## config.mk

```make
export PLATFORM = sky130hd
export DESIGN_NAME = mutation_arbiter_sv
export DESIGN_NICKNAME = d
export VERILOG_FILES = /design/src/rtl/mutation_arbiter_sv.sv
export SDC_FILE = /design/constraint.sdc
export NUM_CORES = 1
export LEC_CHECK = 0
export CORE_AREA = 5 5 281 283
export DETAILED_ROUTE_END_ITERATION = 8
export DIE_AREA = 0 0 286 288
export GPL_ROUTABILITY_DRIVEN = 0
export GPL_TIMING_DRIVEN = 0
export PLACE_DENSITY = 0.42
export SLEW_MARGIN = 20
export SYNTH_ARGS = -nofsm -noshare
export SYNTH_HDL_FRONTEND = slang
export SYNTH_SLANG_ARGS = --single-unit
```

## constraint.sdc

```tcl
create_clock -name clk -period 2.2 [get_ports clk]
set_input_delay 0.44 -clock clk [delete_from_list [all_inputs] [get_ports clk]]
set_output_delay 0.44 -clock clk [all_outputs]
set_load 0.02 [all_outputs]
```

## src/rtl/mutation_arbiter_sv.sv

```systemverilog
// Round-robin scheduler sharing one mutation engine among NUM_REQ lanes,
// with a watchdog that returns the unmutated child when the engine stalls.
module mutation_arbiter_sv #(
  parameter int unsigned NUM_REQ     = 4,
  parameter int unsigned GENE_LEN    = 12,
  parameter int unsigned CHAR_WIDTH  = 8,
  parameter int unsigned TIMEOUT_CYC = 64,
  localparam int unsigned GW = GENE_LEN * CHAR_WIDTH,
  localparam int unsigned IW = (NUM_REQ > 1) ? $clog2(NUM_REQ) : 1
) (
  input  logic                  clk,
  input  logic                  rst_n,
  input  logic [NUM_REQ-1:0]    req_valid,
  input  logic [NUM_REQ*GW-1:0] req_gene,
  output logic [NUM_REQ-1:0]    req_ready,
  input  logic [7:0]            cfg_thresh,
  output logic                  mu_start,
  output logic [GW-1:0]         mu_child,
  output logic [7:0]            mu_thresh,
  input  logic [GW-1:0]         mu_mutant,
  input  logic                  mu_done,
  output logic                  rsp_valid,
  input  logic                  rsp_ready,
  output logic [IW-1:0]         rsp_id,
  output logic [GW-1:0]         rsp_gene,
  output logic                  rsp_err,
  output logic [15:0]           served_cnt,
  output logic [7:0]            err_cnt
);

  localparam int unsigned TW = $clog2(TIMEOUT_CYC);

  typedef enum logic [1:0] {
    S_IDLE  = 2'd0,
    S_START = 2'd1,
    S_WAIT  = 2'd2,
    S_RESP  = 2'd3
  } state_t;

  state_t          state;
  logic [IW-1:0]   ptr;
  logic [TW-1:0]   timer;
  logic [IW-1:0]   gnt_idx;
  logic            gnt_any;

  always_comb begin
    int unsigned base;
    int unsigned idx;
    gnt_idx = '0;
    gnt_any = 1'b0;
    base    = {{(32-IW){1'b0}}, ptr};
    idx     = 0;
    for (int unsigned off = 1; off <= NUM_REQ; off++) begin
      idx = (base + off) % NUM_REQ;
      if (!gnt_any && req_valid[idx[IW-1:0]]) begin
        gnt_any = 1'b1;
        gnt_idx = idx[IW-1:0];
      end
    end
  end

  // Grant is gated by reset so nothing is offered while rst_n is low.
  always_comb begin
    req_ready = '0;
    if (rst_n && (state == S_IDLE) && gnt_any)
      req_ready[gnt_idx] = 1'b1;
  end

  assign mu_start  = (state == S_START);
  assign rsp_valid = (state == S_RESP);

  always_ff @(posedge clk or negedge rst_n) begin
    if (!rst_n) begin
      state      <= S_IDLE;
      ptr        <= IW'(NUM_REQ - 1);
      timer      <= '0;
      mu_child   <= '0;
      mu_thresh  <= '0;
      rsp_id     <= '0;
      rsp_gene   <= '0;
      rsp_err    <= 1'b0;
      served_cnt <= '0;
      err_cnt    <= '0;
    end else begin
      case (state)
        S_IDLE: begin
          if (gnt_any) begin
            mu_child  <= req_gene[gnt_idx*GW +: GW];
            rsp_id    <= gnt_idx;
            mu_thresh <= cfg_thresh;
            ptr       <= gnt_idx;
            state     <= S_START;
          end
        end
        S_START: begin
          timer <= '0;
          state <= S_WAIT;
        end
        S_WAIT: begin
          if (mu_done) begin
            rsp_gene <= mu_mutant;
            rsp_err  <= 1'b0;
            state    <= S_RESP;
          end else if (timer == TW'(TIMEOUT_CYC - 1)) begin
            rsp_gene <= mu_child;
            rsp_err  <= 1'b1;
            state    <= S_RESP;
          end else begin
            timer <= timer + 1'b1;
          end
        end
        S_RESP: begin
          if (rsp_ready) begin
            if (served_cnt != '1)
              served_cnt <= served_cnt + 1'b1;
            if (rsp_err && (err_cnt != '1))
              err_cnt <= err_cnt + 1'b1;
            state <= S_IDLE;
          end
        end
        default: state <= S_IDLE;
      endcase
    end
  end

endmodule
```

# Word-level counts from Yosys, hierarchy flattened
# Index checks and enable logic that the tools add are counted.
op_classes:
  add_sub_neg: 7
  reduce_logical: 19
  n_eq_ne: 11
  n_mul: 1
  muxes: 31
  n_shift: 1
  magnitude_cmp: 6
op_table:
  columns: ["operator", "n"]
  rows:
  - ["$shiftx 384x10->96", 1]
  - ["$mux 96", 2]
  - ["$add 16x1->16 const B", 1]
  - ["$mux 2", 8]
  - ["$ne 16x16->1 const B", 1]
  - ["$lt 2x3->1 const B", 5]
  - ["$mux 6", 2]
  - ["$pmux 6 s2", 1]
  - ["$reduce_and 3->1", 4]
  - ["$mux 1", 11]
  - ["$add 8x1->8 const B", 1]
  - ["$bmux 1 s2", 4]
  - ["$ne 8x8->1 const B", 1]
  - ["$pmux 2 s4", 1]
  - ["$logic_and 1x1->1", 7]
  - ["$add 6x1->6 const B", 1]
  - ["$eq 6x6->1 const B", 1]
  - ["$ne 2x2->1 const B", 3]
  - ["$add 2x1->2 const B", 2]
  - ["$add 2x2->2 const B", 2]
  - ["$eq 2x2->1 const B", 2]
  - ["$mul 2x2->4 const B", 1]
  - ["$mux 4", 1]
  - ["$reduce_and 2->1", 2]
  - ["8 further kinds", 11]
word_totals:
  word_cells: 86
  ff_bits: 237

# Logic depth before layout (Yosys ltp)
depth:
  word_depth: 18
  mapped_depth: 9
  depth_no_buf: 6

# Worst setup path before layout
# Ideal clock, no wire load.
synth_timing:
  path_kind: "flip-flop to output port"
  startpoint: "reg ptr[0]"
  endpoint: "out req_ready[1]"
  stages_incl_launch_ff: 7
  path_slack_ps: 11
  n_path_buf: 2
  required_time_ps: 1760
  t_arrival_ps: 1749
  cell_sequence: "dfstp_2 -> nand2b_1 -> nand2_1 -> a21oi_2 -> buf_4 -> buf_4 -> nor2b_1"
synth_between:
  elab_chain_len: 18
  elab_cells_between_ends: 33
  classes_between: "add/sub (4); order compare (2); mux (19); reduce/logical (8)"
synth_rtl:
  columns: ["item", "line", "text"]
  rows:
  - ["start: declaration", "41", "logic [IW-1:0] ptr;"]
  - ["start signal: assignment", "75", "ptr <= IW'(NUM_REQ - 1);"]
  - ["start signal: assignment", "91", "ptr <= gnt_idx;"]
  - ["$add 2x1->2", "54", "idx = (base + off) % NUM_REQ;"]
  - ["$bmux 1 s2", "55", "if (!gnt_any && req_valid[idx[IW-1:0]]) begin"]
  - ["$mux 1 (implied by the code)", "55", null]
  - ["$mux 1", "55", null]
  - ["$logic_not 1->1", "55", null]
  - ["$logic_and 1x1->1", "55", null]
  - ["$mux 1", "55", null]
  - ["$logic_not 1->1", "55", null]
  - ["[... 2 more ...]", null, null]
  - ["$logic_not 1->1", "55", null]
  - ["$logic_and 1x1->1", "55", null]
  - ["$mux 2", "55", null]
  - ["$lt 2x3->1 (implied by the code) or $ge 2x1->1 (tied branches)", "66", "req_ready[gnt_idx] = 1'b1;"]
  - ["$logic_and 1x1->1 (implied by the code)", "66", null]
  - ["$mux 1 (implied by the code)", "66", null]
  - ["$demux 1 s2", "66", null]
  - ["$mux 4 (*)", "65", "if (rst_n && (state == S_IDLE) && gnt_any)"]
  - ["end: declaration", "15", "output logic [NUM_REQ-1:0] req_ready,"]
# Mark *: on every way between the ends. The rest lies on a longest branch, timed or not. The select of a mux whose other input is x is not followed.

# Worst setup path after layout
# Same ends and word-level chain as after synthesis.

==> results.tsv <==
stage	metric	value	unit
sta	setup_slack	-0.392	ns
clock_tree	cts_root_buf	clkbuf_16	
global_routing	grt_pass1_vias	15100	
sta	fin_crit_sh	118	%
place	io_buffers	727	
logic_synthesis	synth-main-ff-cell	dfrtp_1	
die	io_pins	729	
setup_path	crit_chain	nand2b_4 -> nand2_4 -> a21oi_4 -> buf_12 -> buf_12 -> buf_12 -> nor2b_4 -> buf_6	
global_routing	antenna_found_initial	8	
logic_synthesis	synth_top_family_by_area	compound AO/OA/AOI/OAI gates	
clock_tree	insertion_delay	0.55	ns
global_routing	grt.total_usage	18.5	%
setup_path	worstPathRequired	1.76	ns
place	place_inst	3024	
layout	drive_above_1_share	16.5	%
sta	finalSetupViolations	55	
sta	hold_ws	-0.117	ns
detailed_routing	dr.pass1.iters	7	
place	hpwlAfterDp	62800	um
layout	syn_to_final_growth	92.0	%
power_and_ir_drop	finalPower	33.9	mW
clock_tree	path_clk_slew	0.07	ns
power_and_ir_drop	powerDensity	1380	nW/um2
sta	rsz0062_at_grt	true	
setup_path	regToRegStartpoint	ptr[0]	
setup_path	startpoint	ptr[0]	
die	fp.dieW	286	um
detailed_routing	wire_per_inst	25.9	um
sta	finalHoldViolCount	70	
clock_tree	cts_tree	yes	
die	placementRows	102	
flow_run	drv_cap	0	
detailed_routing	via_per_inst	4.54	
power_and_ir_drop	irDropWorstVdd	565	uV
logic_synthesis	synth_area_per_cell	9.79	um2
min_path	hold_path_class	input port to asynchronous set/reset pin	
logic_synthesis	synth_fa_ha_area_share	0.782	%
logic_synthesis	synth.distinct_cells	52	
logic_synthesis	ys_ff_latch	237	
sta	report.final.slew_viol_count	0	
layout	finish.instance_area	24600	um2
logic_synthesis	post_synth_mux_area_share	15.3	%
setup_path	timing.rr.end	mu_child[86]	
setup_path	cp_max_fo	7	
logic_synthesis	async_flop_share	100	%
detailed_routing	num_vias	14200	
global_routing	grt_pass1_wl	112000	um
setup_path	start_kind	register	
sta	fin_crit	2.59	ns
global_routing	overflow	0	
outcome	status	finished with violations	
setup_path	critical_path_class	register to output pin	
sta	fin_setup_tns	-3.01	ns
setup_path	reg2reg_slack	-0.10	ns
setup_path	endpoint_kind	output pin	
setup_path	cp-endpoint	req_ready[1]	
setup_path	r2r_cells	10	
logic_synthesis	yosys.area_share.simple	9.85	%
logic_synthesis	synth_edf_count	0	
logic_synthesis	synth_compound_gate_area_share	22.0	%
power_and_ir_drop	leakage	9.90	nW
logic_synthesis	netlist_area	12800	um2
detailed_routing	drcViolationCount	0	
layout	final_nets	2625	
detailed_routing	antenna_left	0	
setup_path	cpPeakStageDelay	0.60	ns
detailed_routing	wl	81300	um
global_routing	grt_start_max_net_pins	84	
clock_tree	numCtsBuffers	35	
layout	stdcell_count	3137	
detailed_routing	drt_iter0_markers	643	
setup_path	cp_common_cell	buf_12	
clock_tree	h-tree-depth	2	
sta	fmax	0.386	GHz
sta	slew-limit-headroom	40.5	%
logic_synthesis	synthXorXnorAreaFrac	1.37	%
logic_synthesis	synth_fp_nets	1811	
clock_tree	cts_buffer_depth	3	
setup_path	worst_ep_arrival_time	2.15	ns
die	fp.dieArea	82400	um2
place	placed_area	21400	um2
die	die_y	288	um
outcome	violations	negative hold slack, negative setup slack	
logic_synthesis	ys_seq_area_share	46.3	%
logic_synthesis	yosysWarnings	0	
logic_synthesis	synth_cells	1307	
die	initial_core_util	16.7	%
die	core	76400	um2
sta	finClkSkew	0.0220	ns
clock_tree	cts.sink_count	237	
sta	tightest_slew	0.893	ns
setup_path	worst_path_max_delay_cell	dfstp_2	
## stage by stage
| step | setup slack, ns | hold WS, ns | utilization, % |
|---|---|---|---|
| after floorplan | 0.0106 | 0.144 | - |
| after global placement | -10.91 | 0.463 | 27.9 |
| after detailed placement | -2.03 | 0.462 | 28.0 |
| after CTS | -0.449 | -0.116 | 31.3 |
| after global routing | -0.498 | -0.0905 | 32.1 |
| final | -0.392 | -0.117 | 32.2 |
## how the worst min path moves through the flow
stage,start,slack [ns],endpoint,depth (start not counted)
2_1_floorplan,rst_n,0.14,err_cnt[0],0
3_3_place_gp,rsp_gene[45],0.46,rsp_gene[45],2
3_5_place_dp,mu_thresh[7],0.46,mu_thresh[7],2
4_1_cts,rst_n,-0.12,mu_child[88],1
5_1_grt,rst_n,-0.09,mu_child[88],1
6_report,rst_n,-0.12,mu_child[88],1
## per-layer routing
layer	routed length, um	global-route usage, %
met4	1770	4.28
met2	40800	32.5
met3	5760	5.05
met5	45	0
met1	32900	22.5
## flip-flops by register name, summed over array words and instances (netlist names)
name,flops
err_cnt,8
mu_child,96
mu_thresh,8
ptr,2
rsp_err,1
rsp_gene,96
rsp_id,2
served_cnt,16
state,2
timer,6
## kinds of logic after synthesis
group	count (synthesis)
AOI/OAI and AO/OA	420
xor gates and xnor gates	20
adders and majority gates	8
buffers and inverters	120
DFF	237
muxes	195
and+or+nand+nor	307
## synthesized netlist by cell type, drive strengths merged, types with 2 or more instances
cell type / number / area share [%]
mux2i: 194 / 15
dfrtp: 235 / 46
nand2b: 4 / 0.20
a221oi: 96 / 7.4
nor4: 2 / 0.098
and4: 2 / 0.14
dfstp: 2 / 0.41
nand4: 10 / 0.49
inv: 12 / 0.35
nor2b: 2 / 0.098
o221ai: 2 / 0.14
nand2: 148 / 4.3
and2: 2 / 0.098
ha: 8 / 0.78
nand3: 14 / 0.55
buf: 50 / 2.3
o22ai: 98 / 5.2
xnor2: 14 / 0.96
xor2: 6 / 0.41
o21ai: 200 / 7.8
nor3: 6 / 0.27
clkbuf: 58 / 1.7
a21oi: 13 / 0.54
nor2: 113 / 3.4
## layout by cell type (no fill, tap or decap), drive strengths merged, types with 2 or more instances in the layout
cell type,count
a221oi,96
dfrtp,235
nand2,148
ha,8
nor4,2
buf,106
dlygate4sd2,11
xor2,6
nor2,113
o22ai,98
clkbuf,105
and4,2
inv,14
nor3,6
o221ai,2
o21ai,200
clkinv,5
diode,4
dfstp,2
dlymetal6s2s,2
nand4,10
clkdlybuf4s50,708
a21oi,13
xnor2,14
mux2i,194
and2,2
nor2b,2
clkinvlp,4
nand2b,4
bufinv,2
nand3,14
## where the power goes
group | internal (mW) | switching, mW | total [mW]
clock | 3.45 | 2.28 | 5.73
combinational | 9.14 | 10.9 | 20.0
sequential | 6.32 | 1.82 | 8.14
total | 18.9 | 15.0 | 33.9
## worst max-delay path, delay by kind of cell, from the launching register on
kind | cells | cell delay, ns
AND/OR/NAND/NOR | 3 | 0.38
AO/OA/AOI/OAI | 1 | 0.14
flip-flops | 1 | 0.60
buffers and inverters | 4 | 0.47
## timing repair
| item | 4_1_cts | 5_1_grt |
|---|---|---|
| resized for setup | 272 | 141 |
| setup endpoints to repair | 221 | 184 |
| pin swaps | 51 | 45 |
| endpoints found under the hold margin | 70 | 70 |
| setup buffers | 35 | 11 |
| cloned | 5 | 4 |
## final cells by class
cell class	instances	area [um2]
well taps	988	1240
flip-flops and latches	237	5940
fillers	7845	51900
inverters	12	45.0
clock inverters	13	148
diodes	4	10.0
clock buffers	48	1010
multi-input cells	950	7280
repair buffers	781	8050
plain buffers	104	871
Note: power is estimated with default switching activity, not from simulation.
